**config.mk**
```make
export PLATFORM = sky130hd
export DESIGN_NAME = multi_mode_trigger_flat
export DESIGN_NICKNAME = d
export VERILOG_FILES = /design/src/rtl/multi_mode_trigger_if.sv /design/src/rtl/multi_mode_trigger.sv /design/src/flat_wrapper.sv
export SDC_FILE = /design/constraint.sdc
export NUM_CORES = 1
export LEC_CHECK = 0
export ABC_AREA = 1
export CAP_MARGIN = 20
export CORE_MARGIN = 3
export CORE_UTILIZATION = 40
export CTS_CLUSTER_DIAMETER = 40
export CTS_CLUSTER_SIZE = 12
export DETAILED_ROUTE_END_ITERATION = 8
export MAX_ROUTING_LAYER = met4
export PLACE_DENSITY = 0.7
export SLEW_MARGIN = 15
export SYNTH_ARGS = -nofsm -noshare
export SYNTH_HDL_FRONTEND = slang
export SYNTH_SLANG_ARGS = --single-unit
```
**constraint.sdc**
```tcl
create_clock -name ap_clk -period 1.4 [get_ports ap_clk]
set_clock_uncertainty 0.05 [all_clocks]
set_input_delay 0.21 -clock ap_clk [delete_from_list [all_inputs] [get_ports ap_clk]]
set_output_delay 0.21 -clock ap_clk [all_outputs]
set_load 0.005 [all_outputs]
```
**src/rtl/multi_mode_trigger_if.sv**
```systemverilog
// multi_mode_trigger_if: start/done handshake between a trigger and the HLS actor it drives
//   actor_start  : trigger -> actor, held high until the actor completes
//   actor_done   : actor -> trigger, completion strobe
//   actor_return : actor -> trigger, return code, valid while actor_done is high
interface multi_mode_trigger_if #(parameter int RET_WIDTH = 32);
  logic actor_start;
  logic actor_done;
  logic [RET_WIDTH-1:0] actor_return;
  modport master(output actor_start, input actor_done, input actor_return);
  modport slave(input actor_start, output actor_done, output actor_return);
endinterface

```
**src/rtl/multi_mode_trigger.sv**
```systemverilog
// multi_mode_trigger: actor trigger FSM that relaunches, backs off and joins network-wide sync
//   ap_clk, ap_rst       : clock, synchronous active-high reset
//   ap_start/ap_done     : network start request / one-cycle completion pulse
//   ap_idle              : high while IDLE
//   actor                : master side of the actor start/done/return handshake
//   external_enqueue     : boundary FIFO activity, wakes SLEEP early when MODE != 0
//   all_sleep/all_sync/any_sync_exec : network-wide trigger status
//   sleep/sync_wait/sync_exec        : this trigger's status for the network
//   fire_count           : EXECUTED count since start, only when TRIGGER_STATS_EN is defined
module multi_mode_trigger #(
  parameter int MODE = 0,
  parameter int RET_WIDTH = 32,
  parameter int SLEEP_CYCLES = 4,
  parameter int SLEEP_WIDTH = 8
) (
  input  logic ap_clk,
  input  logic ap_rst,
  input  logic ap_start,
  output logic ap_done,
  output logic ap_idle,
  multi_mode_trigger_if.master actor,
  input  logic external_enqueue,
  input  logic all_sleep,
  input  logic all_sync,
  input  logic any_sync_exec,
  output logic sleep,
  output logic sync_wait,
  output logic sync_exec
`ifdef TRIGGER_STATS_EN
  , output logic [31:0] fire_count
`endif
);
  typedef enum logic [2:0] {
    S_IDLE, S_LAUNCH, S_CHECK, S_SLEEP, S_SYNC_LAUNCH, S_SYNC_CHECK, S_SYNC_WAIT, S_SYNC_EXEC
  } state_t;
  localparam logic [RET_WIDTH-1:0] EXECUTED = RET_WIDTH'(5);
  state_t state, state_nxt;
  logic [RET_WIDTH-1:0] ret;
  logic [SLEEP_WIDTH-1:0] cnt;
  logic exec;
  assign exec = ret == EXECUTED;
  always_ff @(posedge ap_clk)
    if (ap_rst) state <= S_IDLE;
    else state <= state_nxt;
  always_comb begin
    state_nxt = state;
    case (state)
      S_IDLE:        state_nxt = ap_start ? S_LAUNCH : S_IDLE;
      S_LAUNCH:      state_nxt = actor.actor_done ? S_CHECK : S_LAUNCH;
      S_SYNC_LAUNCH: state_nxt = actor.actor_done ? S_SYNC_CHECK : S_SYNC_LAUNCH;
      S_CHECK:       state_nxt = exec ? S_LAUNCH : S_SLEEP;
      // boundary FIFO wake-up beats the network sync, which beats the back-off timeout
      S_SLEEP:       state_nxt = (MODE != 0 && external_enqueue) ? S_LAUNCH :
                                 all_sleep ? S_SYNC_LAUNCH :
                                 cnt == SLEEP_WIDTH'(1) ? S_LAUNCH : S_SLEEP;
      S_SYNC_CHECK:  state_nxt = exec ? S_SYNC_EXEC : S_SYNC_WAIT;
      S_SYNC_EXEC:   state_nxt = all_sync ? S_LAUNCH : S_SYNC_EXEC;
      S_SYNC_WAIT:   state_nxt = all_sync ? (any_sync_exec ? S_LAUNCH : S_IDLE) : S_SYNC_WAIT;
      default:       state_nxt = S_IDLE;
    endcase
  end
  // ap_done is registered so it carries no combinational path from all_sync; it
  // pulses in the first IDLE cycle after the SYNC_WAIT exit
  always_ff @(posedge ap_clk)
    if (ap_rst) begin
      ret <= '0;
      cnt <= '0;
      ap_done <= 1'b0;
    end else begin
      if ((state == S_LAUNCH || state == S_SYNC_LAUNCH) && actor.actor_done) ret <= actor.actor_return;
      if (state == S_CHECK && !exec) cnt <= SLEEP_WIDTH'(SLEEP_CYCLES);
      else if (state == S_SLEEP && cnt != '0) cnt <= cnt - 1'b1;
      ap_done <= state == S_SYNC_WAIT && all_sync && !any_sync_exec;
    end
  always_comb begin
    ap_idle = state == S_IDLE;
    actor.actor_start = state == S_LAUNCH || state == S_SYNC_LAUNCH;
    sleep = state == S_SLEEP;
    sync_wait = state == S_SYNC_WAIT;
    sync_exec = state == S_SYNC_EXEC;
  end
`ifdef TRIGGER_STATS_EN
  always_ff @(posedge ap_clk)
    if (ap_rst || (state == S_IDLE && ap_start)) fire_count <= '0;
    else if ((state == S_CHECK || state == S_SYNC_CHECK) && exec && fire_count != '1)
      fire_count <= fire_count + 1'b1;
`endif
endmodule

```
**src/flat_wrapper.sv**
```systemverilog
// flat-port wrapper written by rule: the top's interface ports become plain ports
module multi_mode_trigger_flat 
#(
  parameter int MODE = 0,
  parameter int RET_WIDTH = 32,
  parameter int SLEEP_CYCLES = 4,
  parameter int SLEEP_WIDTH = 8
)
  (ap_clk, ap_rst, ap_start, ap_done, ap_idle, external_enqueue, all_sleep, all_sync, any_sync_exec, sleep, sync_wait, sync_exec, actor_actor_start, actor_actor_done, actor_actor_return);
  multi_mode_trigger_if #(.RET_WIDTH(RET_WIDTH)) actor_i ();
  input  logic ap_clk;
  input  logic ap_rst;
  input  logic ap_start;
  output logic ap_done;
  output logic ap_idle;
  input  logic external_enqueue;
  input  logic all_sleep;
  input  logic all_sync;
  input  logic any_sync_exec;
  output logic sleep;
  output logic sync_wait;
  output logic sync_exec;
  output wire logic [$bits(actor_i.actor_start)-1:0] actor_actor_start;
  input wire logic [$bits(actor_i.actor_done)-1:0] actor_actor_done;
  input wire logic [$bits(actor_i.actor_return)-1:0] actor_actor_return;
  assign actor_actor_start = actor_i.actor_start;
  assign actor_i.actor_done = actor_actor_done;
  assign actor_i.actor_return = actor_actor_return;
  multi_mode_trigger #(.MODE(MODE), .RET_WIDTH(RET_WIDTH), .SLEEP_CYCLES(SLEEP_CYCLES), .SLEEP_WIDTH(SLEEP_WIDTH)) u_core (.ap_clk(ap_clk), .ap_rst(ap_rst), .ap_start(ap_start), .ap_done(ap_done), .ap_idle(ap_idle), .actor(actor_i), .external_enqueue(external_enqueue), .all_sleep(all_sleep), .all_sync(all_sync), .any_sync_exec(any_sync_exec), .sleep(sleep), .sync_wait(sync_wait), .sync_exec(sync_exec));
endmodule
```
==> flow_metrics.env <==
export IMPL_synth_top_family_by_area="simple AND/OR/NAND/NOR gates"
export IMPL_end_kind="output pin"
export IMPL_synth_flop_cell="dfxtp_1"
export IMPL_fin_crit_sh_pct=96.68
export IMPL_drv_cap=0
export IMPL_vias=1948
export IMPL_ys_warn_count=0
export IMPL_syn_avg_cell_area_um2=7.000
export IMPL_via_per_inst=4.509
export IMPL_die_w_um=78.58
export IMPL_final_hold_violation_count=0
export IMPL_yosys_area_top_type="dfxtp_1"
export IMPL_cts_hold_buf=0
export IMPL_crit_buf_inv=3
export IMPL_dp_hpwl_um=3189
export IMPL_holdCritPathClass="reg2reg"
export IMPL_synth_compound_area_share_pct=18.71
export IMPL_root_buffer="clkbuf_8"
export IMPL_met2_wirelength_um=2211
export IMPL_netlist_instances=301
export IMPL_synth_simple_area_share_pct=24.05
export IMPL_synth_edff_count=0
export IMPL_synth_xor_area_share_pct=1.247
export IMPL_routed_wl_um=4477
export IMPL_die_y_um=78.58
export IMPL_synth_nets=344
export IMPL_cts_path_max_buffers=2
export IMPL_synth_adder_area_share_pct=1.781
export IMPL_cp_required_ns=1.14
export IMPL_muxShareOfSynthArea_pct=0
export IMPL_crit_family="flip-flops"
export IMPL_io_buffers=44
export IMPL_hold_depth=2
export IMPL_crit_top_cell="buf_6"
export IMPL_path_cells="buf_6 > buf_6 > nand3_4 > nand2_4 > buf_6"
export IMPL_yosysMostFrequentCell="nor2_1"
export IMPL_rows=25
export IMPL_crit_type="reg2out"
export IMPL_dr_max_layer_used="met4"
export IMPL_p_leak_uw=0.001286
export IMPL_final_core_util_pct=60.82
export IMPL_globalRouteTotalUtil_pct=15.19
export IMPL_whs_ns=0.4015
export IMPL_wl_met3_um=198
export IMPL_slew_viol_final=0
export IMPL_clk_latency_ns=0.28
export IMPL_cts_tree="yes"
export IMPL_synth_distinct_cells=27
export IMPL_yosysSeqAreaShare_pct=41.81
export IMPL_slew_headroom_pct=86.19
export IMPL_drt_pass1_iter_count=5
export IMPL_rsz0062_at_grt="true"
export IMPL_worst_pin_slew_ns=0.2061
export IMPL_synth_seq_cells=44
export IMPL_async_flop_share_pct=0
export IMPL_gp_congestion=0.8760
export IMPL_p_per_area_mw_per_mm2=986.6
export IMPL_clock_sinks=44
export IMPL_ant_nets=0
export IMPL_grt_pass1_vias=1859
export IMPL_htreeDepth=2
export IMPL_setup_viol=0
export IMPL_crit_path_max_fanout=2
export IMPL_slowest_delay_ns=0.35
export IMPL_crit_path_start_kind="register"
export IMPL_pin_count=46
export IMPL_grt_antenna_before_repair=0
export IMPL_cp_slowest_cell="dfxtp_2"
export IMPL_grt_pass1_wl_um=7445
export IMPL_max_freq_mhz=738.8
export IMPL_synth_commonest_cells="nor2_1 (52), nand2_1 (49), inv_1 (48), dfxtp_1 (44), o21ai_0 (36)"
export IMPL_synth_area_leaders="dfxtp_1 (42%), nor2_1 (9.3%), nand2_1 (8.7%)"
export IMPL_grt_max_degree=36
export IMPL_numCtsBuffers=5
export IMPL_wl_met1_um=2051
export IMPL_syn_area_mm2=0.002107
export IMPL_drt_iter0_drc=44
export IMPL_peakVddDrop_mv=0.6173
export IMPL_start_util_pct=42.90
export IMPL_worstPathArrival_ns=1.09
export IMPL_path_clk_slew_ns=0.08
export IMPL_path_depth=5
export IMPL_drc=0
export IMPL_synth_top_area_share_pct=41.81
export IMPL_core_area_mm2=0.004911
export IMPL_fin_crit_ns=1.354
export IMPL_drive_above_1_share_pct=22.19
export IMPL_wl_per_cell_um=10.36
export IMPL_die_area_mm2=0.006174
export IMPL_overflow=0
export IMPL_syn2layout_area_growth_pct=41.75
export IMPL_final_nets=407
export IMPL_n_antenna_cell=0
export IMPL_r2r_cells=8
export IMPL_status="complete, no violations"
## cells by family (layout without fill, tap and decap cells)
group | after synthesis | count (layout)
DFF | 44 | 44
buffers and inverters | 61 | 125
AOI/OAI and AO/OA | 70 | 70
xor gates and xnor gates | 3 | 3
and+or+nand+nor | 120 | 120
adders and majority gates | 3 | 3
## registers in the layout (all words and copies together), names as in the netlist
signal          cells
u_core.cnt          8
u_core.ret         32
u_core.ap_done      1
u_core.state        3
## through the flow
step / cells / setup slack, ns / TNS [ns] / total power, µW / area [µm²]
after CTS: 431 / -0.1061 / -0.2655 / 2919 / 2856
final: 432 / 0.04646 / 0 / 2947 / 2987
after floorplan: 301 / 0.1239 / 0 / 1840 / 2107
after global placement: 419 / -0.02171 / -0.1363 / 2089 / 2724
after global routing: 432 / -0.02729 / -0.1582 / 3139 / 2987
after detailed placement: 419 / -0.04018 / -0.2564 / 2104 / 2724
## layout make-up
type / count / area, µm²
fillers: 484 / 1924
repair buffers: 65 / 639.4
inverters: 52 / 214.0
well taps: 67 / 83.83
multi-input cells: 196 / 1069
flip-flops and latches: 44 / 890.9
clock buffers: 8 / 90.09
## worst min-delay path: cells and delay by family (launching register included)
kind / cells / cell delay, ns
AOI/OAI and AO/OA: 1 / 0.05
buffers and inverters: 1 / 0.06
DFF: 1 / 0.30
## path summary, 6_finish.rpt
kind         slack, ns             from                 to
min               0.40    u_core.ret[7]      u_core.ret[7]
max               0.05  u_core.state[2]  actor_actor_start
min reg2reg       0.40    u_core.ret[7]      u_core.ret[7]
max reg2reg       0.05  u_core.state[2]     u_core.ret[12]
## cell usage in the layout, fill, tap and decap left out, types with 2 or more instances in the layout
cell type,n
inv_1,45
nand2_1,45
nor2_1,42
clkdlybuf4s50_1,39
dfxtp_1,38
a21oi_1,19
o21ai_0,18
o21ai_1,17
buf_4,13
a21oi_2,11
nor2_2,9
nand3_1,8
clkbuf_8,6
buf_6,6
dfxtp_2,5
nand2_2,4
inv_4,3
nand3_4,3
nand2_4,3
xor2_1,3
buf_12,3
inv_6,2
nor2_4,2
o21ai_2,2
clkbuf_1,2
clkbuf_2,2
## where the power goes
group	internal, µW	leakage, µW	switching (µW)	total (µW)
Combinational	361	0.000878	376	737
Clock	403	0.0000455	389	792
Sequential	1360	0.000362	52.7	1420
Total	2130	0.00129	818	2950
## timing repair
item | in CTS | in global routing
setup endpoints to repair | 12 | 46
buffers inserted | 4 | 1
pin swaps | 1 | 11
resized for setup | 22 | 61
## metal layers
layer | GRT usage [%] | vias to the layer above
met2 | 25.72 | 41
met1 | 17.75 | 842
met4 | 4.545 | 0
met5 | - | -
met3 | 3.784 | 2
li1 | - | 1063
(Power assumes the default switching activity.)
